**src/rtl/dht11_receiver.sv**
```systemverilog
// rtl/dht11_receiver.sv - DHT11 40-bit frame receiver with checksum verification
//
// Purpose: arms on a rising edge of start, times the high phase of each of the
// 40 data bits on the (synchronised) sensor line, checks the 8-bit checksum and
// publishes the humidity/temperature bytes. The line is only sampled, never driven.
//
// Ports:
//   clk          system clock (1 MHz, 1 cycle = 1 us)
//   rst          synchronous active-high reset
//   start        arm request from the start-sequence block (rising edge arms)
//   dht_in       raw DHT11 data line, asynchronous to clk
//   hum_int      humidity integer byte
//   hum_dec      humidity decimal byte
//   temp_int     temperature integer byte
//   temp_dec     temperature decimal byte
//   data_valid   1-cycle pulse: checksum-correct frame latched
//   checksum_err 1-cycle pulse: frame received with checksum mismatch
//   timeout_err  1-cycle pulse: capture aborted because a phase ran too long
//   busy         high from arm until frame end or abort

module dht11_receiver #(
    parameter int BIT_THRESHOLD = 40,
    parameter int TIMEOUT       = 200
) (
    input  logic       clk,
    input  logic       rst,
    input  logic       start,
    input  logic       dht_in,
    output logic [7:0] hum_int,
    output logic [7:0] hum_dec,
    output logic [7:0] temp_int,
    output logic [7:0] temp_dec,
    output logic       data_valid,
    output logic       checksum_err,
    output logic       timeout_err,
    output logic       busy
);

    localparam logic [9:0] THR_CNT = 10'(BIT_THRESHOLD);
    localparam logic [9:0] TO_CNT  = 10'(TIMEOUT);

    typedef enum logic [2:0] {
        IDLE,
        WAIT_LOW,
        MEAS_LOW,
        MEAS_HIGH,
        CHECK
    } state_t;

    state_t      state, state_nx;
    logic [9:0]  cnt, cnt_nx;
    logic [5:0]  bit_cnt, bit_cnt_nx;
    logic [39:0] shreg, shreg_nx;
    logic [7:0]  hum_int_nx, hum_dec_nx, temp_int_nx, temp_dec_nx;
    logic        data_valid_nx, checksum_err_nx, timeout_err_nx;

    logic        sync1, dht_s, start_d;
    logic        start_edge;
    logic        timed_out;
    logic [9:0]  cnt_inc;
    logic [7:0]  sum;

    assign start_edge = start & ~start_d;
    assign timed_out  = (cnt >= TO_CNT);
    // Saturating increment: the counter must never wrap back under TIMEOUT.
    assign cnt_inc    = (cnt == 10'h3FF) ? cnt : cnt + 10'd1;
    assign sum        = shreg[39:32] + shreg[31:24] + shreg[23:16] + shreg[15:8];
    assign busy       = (state != IDLE);

    always_comb begin
        state_nx        = state;
        cnt_nx          = cnt;
        bit_cnt_nx      = bit_cnt;
        shreg_nx        = shreg;
        hum_int_nx      = hum_int;
        hum_dec_nx      = hum_dec;
        temp_int_nx     = temp_int;
        temp_dec_nx     = temp_dec;
        data_valid_nx   = 1'b0;
        checksum_err_nx = 1'b0;
        timeout_err_nx  = 1'b0;

        case (state)
            IDLE: begin
                if (start_edge) begin
                    state_nx   = WAIT_LOW;
                    bit_cnt_nx = 6'd0;
                    cnt_nx     = 10'd0;
                end
            end
            WAIT_LOW: begin
                if (timed_out) begin
                    timeout_err_nx = 1'b1;
                    state_nx       = IDLE;
                end else if (!dht_s) begin
                    state_nx = MEAS_LOW;
                    cnt_nx   = 10'd0;
                end else begin
                    cnt_nx = cnt_inc;
                end
            end
            MEAS_LOW: begin
                if (timed_out) begin
                    timeout_err_nx = 1'b1;
                    state_nx       = IDLE;
                end else if (dht_s) begin
                    // The rising-edge cycle is already high, so the high-phase
                    // count starts at 1 and ends equal to the high length.
                    state_nx = MEAS_HIGH;
                    cnt_nx   = 10'd1;
                end else begin
                    cnt_nx = cnt_inc;
                end
            end
            MEAS_HIGH: begin
                if (timed_out) begin
                    timeout_err_nx = 1'b1;
                    state_nx       = IDLE;
                end else if (!dht_s) begin
                    shreg_nx   = {shreg[38:0], (cnt > THR_CNT)};
                    bit_cnt_nx = bit_cnt + 6'd1;
                    if (bit_cnt == 6'd39) begin
                        state_nx = CHECK;
                    end else begin
                        state_nx = MEAS_LOW;
                        cnt_nx   = 10'd0;
                    end
                end else begin
                    cnt_nx = cnt_inc;
                end
            end
            CHECK: begin
                if (sum == shreg[7:0]) begin
                    hum_int_nx    = shreg[39:32];
                    hum_dec_nx    = shreg[31:24];
                    temp_int_nx   = shreg[23:16];
                    temp_dec_nx   = shreg[15:8];
                    data_valid_nx = 1'b1;
                end else begin
                    checksum_err_nx = 1'b1;
                end
                state_nx = IDLE;
            end
            default: state_nx = IDLE;
        endcase
    end

    always_ff @(posedge clk) begin
        if (rst) begin
            state        <= IDLE;
            cnt          <= 10'd0;
            bit_cnt      <= 6'd0;
            shreg        <= 40'd0;
            hum_int      <= 8'h00;
            hum_dec      <= 8'h00;
            temp_int     <= 8'h00;
            temp_dec     <= 8'h00;
            data_valid   <= 1'b0;
            checksum_err <= 1'b0;
            timeout_err  <= 1'b0;
            sync1        <= 1'b1;
            dht_s        <= 1'b1;
            start_d      <= 1'b0;
        end else begin
            state        <= state_nx;
            cnt          <= cnt_nx;
            bit_cnt      <= bit_cnt_nx;
            shreg        <= shreg_nx;
            hum_int      <= hum_int_nx;
            hum_dec      <= hum_dec_nx;
            temp_int     <= temp_int_nx;
            temp_dec     <= temp_dec_nx;
            data_valid   <= data_valid_nx;
            checksum_err <= checksum_err_nx;
            timeout_err  <= timeout_err_nx;
            sync1        <= dht_in;
            dht_s        <= sync1;
            start_d      <= start;
        end
    end

endmodule
```
**config.mk**
```make
export PLATFORM = sky130hd
export DESIGN_NAME = dht11_receiver
export DESIGN_NICKNAME = d
export VERILOG_FILES = /design/src/rtl/dht11_receiver.sv
export SDC_FILE = /design/constraint.sdc
export NUM_CORES = 1
export LEC_CHECK = 0
export CAP_MARGIN = 0
export CORE_MARGIN = 2
export CORE_UTILIZATION = 60
export DETAILED_ROUTE_END_ITERATION = 6
export GPL_TIMING_DRIVEN = 0
export PLACE_DENSITY = 0.94
export SYNTH_ARGS = -nofsm -noshare
export SYNTH_HDL_FRONTEND = slang
export SYNTH_SLANG_ARGS = --single-unit
```
**constraint.sdc**
```tcl
create_clock -name clk -period 7.4 [get_ports clk]
set_input_delay 1.48 -clock clk [delete_from_list [all_inputs] [get_ports clk]]
set_output_delay 1.48 -clock clk [all_outputs]
set_load 0.02 [all_outputs]
```
* Word level (Yosys, flattened, before mapping)
Index checks and enable logic that the tools add are counted.
** Word-level totals
- Input port bits :: 4
- ROM bits :: 0
- Bits in latches :: 0
- Memories :: 0
- RAM bits :: 0
- Output and inout port bits :: 36
- Logic and storage cells :: 81
- Register bits after elaboration :: 97
** Operators by class
- Magnitude comparators :: 2
- Reduce and logical (&&, ||, !) cells :: 12
- Shifts and indexed selects :: 0
- Eq/ne operators :: 16
- Multipliers :: 0
- Muxes and demuxes :: 26
- Bitwise operators :: 6
- $add $sub $neg :: 5
- Div/mod/pow operators :: 0
** Operator list (number)
- 10-bit two-way mux :: 9
- 10-bit one-hot mux with 4 select lines :: 1
- 8-bit adder :: 3
- 3-bit two-way mux :: 8
- 6-bit two-way mux :: 3
- 3-bit inequality test (second input constant) :: 4
- 3-bit one-hot mux with 4 select lines :: 1
- 6-bit one-hot mux with 2 select lines :: 1
- 10-bit by 1-bit adder with 10-bit output (second input constant) :: 1
- 10-bit == test (second input constant) :: 1
- 10-bit by 8-bit greater-or-equal comparator with 1-bit output (second input constant) :: 1
- 10-bit by 6-bit greater-than comparator with 1-bit output (second input constant) :: 1
- 2-bit inequality test (second input constant) :: 5
- 8-bit == test :: 1
- 4-bit AND reduction :: 2
- 6-bit by 1-bit adder with 6-bit output (second input constant) :: 1
- 3-bit by 2-bit == test with 1-bit output (second input constant) :: 2
- 6-bit == test (second input constant) :: 1
- 6-bit AND reduction :: 1
- 1-bit inverter :: 5
- 4-bit nonzero test :: 1
- 2-bit OR reduction :: 2
- 3-bit by 1-bit == test with 1-bit output (second input constant) :: 1
- 3-bit == test (second input constant) :: 1
- 8 further kinds :: 10

* Depth between registers and ports, before layout
- Depth after elaboration :: 5
- Mapped depth :: 13
- Depth with buffers taken out :: 12

* Worst setup path before layout
No wires, ideal clock.
- Path type :: reg-to-reg
- Start point :: reg shreg[9]
- End point :: reg temp_dec[2]
- Data required time :: 7.268 ns
- Stages on the path, launching flop included :: 14
- Path slack :: 3.830 ns
- Clock period less this slack :: 3.570 ns
- Data arrival time :: 3.438 ns
- Path through :: dfxtp_1 > fa_1 > inv_1 > fa_1 > inv_1 > ha_1 > fa_1 > nand3_1 > a21oi_1 > or3_4 > a2111o_1 > buf_6 > o21ai_1 > a21oi_1
** On the way
- Word-level cells in the longest chain between the ends :: 3
** Ends and longest elaborated chain
- from (decl) :: RTL line 53 : logic [39:0] shreg, shreg_nx;
- from (signal assigned) :: RTL line 168 : shreg <= shreg_nx;
- 8-bit adder :: RTL line 67 : assign sum = shreg[39:32] + shreg[31:24] + shreg[23:16] + shreg[15:8];
- 8-bit == test :: RTL line 133 : if (sum == shreg[7:0]) begin
- 2-bit AND reduction (no line)
- to (signal assigned) :: RTL line 172 : temp_dec <= temp_dec_nx;
- to (decl) :: RTL line 32 : output logic [7:0] temp_dec,
Every way passes these cells.
A chain may end at the register's enable or synchronous reset.

* Worst setup path after layout
- Start point :: reg shreg[9]
- End point :: reg hum_int[4]
** On the way
- Word-level cells in the longest chain between the ends :: 3
** Ends and longest elaborated chain
- 8-bit adder :: RTL line 67
- 8-bit == test :: RTL line 133
- 2-bit AND reduction (no line)
- to (signal assigned) :: RTL line 169 : hum_int <= hum_int_nx;
- to (decl) :: RTL line 29 : output logic [7:0] hum_int,
Every way passes these cells.

==> summary.md <==
Run status
- complete, no violations — result of the run

Worst setup path
- sky130_fd_sc_hd__a2111o_1 — highest-delay cell along the critical path
- reg -> reg — kind of critical path
- 600 ps — largest incremental delay on the critical path
- 4200 ps — critical path data arrival time
- 7640 ps — endpoint required time on the critical path
- 3430 ps — reg2reg setup slack
- fa_1, inv_1, fa_1, inv_1, ha_1, fa_1, nand3_1, a21oi_1, or3_4, a2111o_1, buf_6, o21ai_1, a21oi_1 — cell breakdown of the critical path
- sky130_fd_sc_hd__fa_1 — most common cell type on the critical path
- flip-flop — nature of the critical path endpoint
- adder cells — Crit path max-delay family
- 3 — Crit path buffers/inverters
- 10 — biggest fanout along the worst timing path
- flip-flop — sort of element at the start of the critical path

Yosys
- sky130_fd_sc_hd__dfxtp_1 (43%), sky130_fd_sc_hd__a21oi_1 (8.9%), sky130_fd_sc_hd__nand2_1 (7.3%), sky130_fd_sc_hd__fa_1 (6.2%), sky130_fd_sc_hd__nand4_1 (4.6%) — top area cells in the synthesized netlist
- 0.004458 — post-synthesis mux area share
- 552 — synthesized netlist net count
- 0 — number of flops mapped to enable cells by yosys
- 0.2037 — Post-Synth Simple-Gate Area
- 0 — FFs w/ async S/R, synth
- 0.4324 — sequential share of the synthesized area
- 0 — Warnings, synthesis
- 97 — number of synthesized register bits
- 0.09028 — arithmetic-cell share of the synthesized area counting full adders, half adders and majority gates
- 0.004491 mm^2 — Synth Cell Area
- 0.4324 — top-area cell type share of the netlist area
- 43 — post-synth cell types
- sky130_fd_sc_hd__dfxtp_1 — Synth Flop Type
- 0.05099 — Post-Synth XOR/XNOR Area
- simple AND/OR/NAND/NOR gates — main combinational cell family by area after synthesis
- sky130_fd_sc_hd__dfxtp_1 — leading area contributor after synthesis
- 8.570 um^2 — mean area per synthesized cell
- 0.1636 — complex-gate fraction of the synthesized area
- 524 — Mapped Cells

STA
- 0 — number of max-slew violations in the final report
- 252.0 MHz — highest clock frequency the design can meet
- 7.967 ps — worst-case clock skew
- 3969 ps — Period minus WS final
- 0 — final setup violation count
- no — RSZ-0062 raised after global routing
- 0 — count of endpoints failing hold in the final timing report
- 0 ps — TNS Setup
- 425.3 ps — worst hold-check slack
- 0.5447 — Rel. slew slack
- 678.1 ps — Slew @ Worst Pin
- 0.5363 — part of the cycle the worst path needs

Job
- 0 — number of maximum-capacitance violations

Layout
- sky130_fd_sc_hd__dfxtp_1 (97), sky130_fd_sc_hd__nand2_1 (87), sky130_fd_sc_hd__a21oi_1 (80), sky130_fd_sc_hd__clkdlybuf4s50_1 (38), sky130_fd_sc_hd__nand4_1 (33) — most frequent cells in the layout
- 0.05709 — ratio of cells with drive above 1 in the final layout
- 601 — layout net count
- sky130_fd_sc_hd__dfxtp_1 — most common cell after layout, fill and taps aside
- 0 — total inserted antenna cells
- 15.58% — area growth from synthesis to final layout

Clock network
- 90 ps — clock transition at the registers of the reported paths
- 3 — depth of the CTS H-tree
- 0 — cts repair resizes
- yes — CTS tree
- 370 ps — clock latency on the worst-skew pair
- 0 — post-CTS setup buffer count
- 97 — Clock Sink Count
- 2 — clock buffer depth
- sky130_fd_sc_hd__clkbuf_8 — root cell of the clock tree
- 9 — number of buffers created by CTS
- 0 — hold-fix buffer count after cts

Drt
- 16.10 um — Avg WL per Cell
- 4036 — via count
- 10.90 mm — post-detailed-routing wire length
- 445 — drt first-iter violations
- 0 — DRC violation count after routing
- 0 — antenna-violating nets left
- 5 — First-pass DRT Iterations
- 5.962 — per-cell via count in the routed design

Floorplanning
- 40 — IO Pins
- 31 — Cell Rows
- 0.007253 mm^2 — Core Box Area
- 0.008192 mm^2 — die area
- 90.51 um — die span in x
- 0.6191 — initial core utilization
- 90.51 um — die boundary height

Min path
- reg -> reg — type of the tightest min-delay check

Power
- 0.0001258 V — maximum ir drop on the vdd rail
- 1.853 nW — leakage power figure
- 175.5 mW/mm^2 — total power divided by cell area

Global route
- 17 — largest net degree at the start of global routing
- 17.88 mm — wire length of the first global-routing pass
- 0 — remaining global-route overflow
- 0 — number of antenna violations at the first check in global routing
- 3723 — number of global-route vias before repair
- 0.2711 — overall fraction of global-route tracks in use

Placed design
- 38 — count of buffers inserted at the top-level ports
- 7.797 mm — final HPWL from detailed placement
- 0.9432 — weighted congestion at the end of routability-driven global placement

[cell families after synthesis]
logic type,after synthesis
buffers and inverters,55
AOI/OAI and AO/OA,134
xor gates and xnor gates,23
muxes,2
and+or+nand+nor,189
adders and majority gates,24
DFF,97
[metal layers]
layer | vias up | global-route usage | wire length [um]
met5 | - | 0 | 0
met4 | 0 | 0.1282 | 353
met3 | 35 | 0.05342 | 748
met2 | 200 | 0.4366 | 5039
met1 | 1888 | 0.3512 | 4755
li1 | 1913 | - | -
[worst paths after layout]
check | start | to | cells past startpoint
setup / recovery | shreg[9] | hum_int[4] | 13
hold / removal | sync1 | dht_s | 1
setup reg to reg | shreg[9] | hum_int[4] | 13
hold reg to reg | sync1 | dht_s | 1
[Yosys cell counts, types with 2 or more instances]
library cell / n
sky130_fd_sc_hd__ha_1: 10
sky130_fd_sc_hd__clkbuf_1: 28
sky130_fd_sc_hd__xor2_1: 12
sky130_fd_sc_hd__xnor3_1: 2
sky130_fd_sc_hd__or2_2: 4
sky130_fd_sc_hd__a21o_1: 3
sky130_fd_sc_hd__buf_4: 3
sky130_fd_sc_hd__a21oi_1: 80
sky130_fd_sc_hd__buf_6: 3
sky130_fd_sc_hd__nand4_1: 33
sky130_fd_sc_hd__nand2_1: 87
sky130_fd_sc_hd__nor2b_1: 3
sky130_fd_sc_hd__mux2i_1: 2
sky130_fd_sc_hd__nor3_1: 7
sky130_fd_sc_hd__nor2_1: 23
sky130_fd_sc_hd__inv_1: 17
sky130_fd_sc_hd__or3_1: 4
sky130_fd_sc_hd__nor4_1: 2
sky130_fd_sc_hd__xnor2_1: 9
sky130_fd_sc_hd__and4_1: 2
sky130_fd_sc_hd__and2_1: 2
sky130_fd_sc_hd__o21ai_1: 28
sky130_fd_sc_hd__fa_1: 14
sky130_fd_sc_hd__buf_2: 4
sky130_fd_sc_hd__nor3b_1: 4
sky130_fd_sc_hd__a211oi_1: 2
sky130_fd_sc_hd__nand3_1: 10
sky130_fd_sc_hd__o21ai_0: 8
sky130_fd_sc_hd__dfxtp_1: 97
sky130_fd_sc_hd__a31oi_1: 4
sky130_fd_sc_hd__and3_1: 4
sky130_fd_sc_hd__o31a_1: 2
[area by class of cell]
cell class	count	area, um^2
well taps	99	123.9
repair buffers	38	380.4
inverters	17	63.81
plain buffers	38	181.4
multi-input cells	372	2303
flip-flops and latches	97	1942
clock inverters	6	67.56
clock buffers	10	127.6
fillers	528	2063
[flip-flops by register name (all words and copies together), names as in the netlist]
signal / flops
bit_cnt: 6
checksum_err: 1
cnt: 10
data_valid: 1
dht_s: 1
hum_dec: 8
hum_int: 8
shreg: 40
start_d: 1
state: 3
sync1: 1
temp_dec: 8
temp_int: 8
timeout_err: 1
[where the power goes]
group / switching, W / total, W / internal [W]
Sequential: 0.00000214 / 0.000526 / 0.000524
Combinational: 0.0000253 / 0.0000368 / 0.0000114
Clock: 0.000190 / 0.000348 / 0.000158
Total: 0.000218 / 0.000911 / 0.000693
[through the flow]
stage / worst slack, ps / power [W] / cell area, um^2 / instances / util
2_1_floorplan: 3830 / 0.0005638 / 4491 / 524 / -
3_3_place_gp: 3518 / 0.0005727 / 4995 / 661 / 0.6886
3_5_place_dp: 3486 / 0.0005743 / 4995 / 661 / 0.6886
4_1_cts: 3447 / 0.0009103 / 5190 / 677 / 0.7155
5_1_grt: 3289 / 0.0009381 / 5190 / 677 / 0.7155
6_report: 3431 / 0.0009109 / 5190 / 677 / 0.7155
Note: power is estimated with default switching activity, not from simulation.
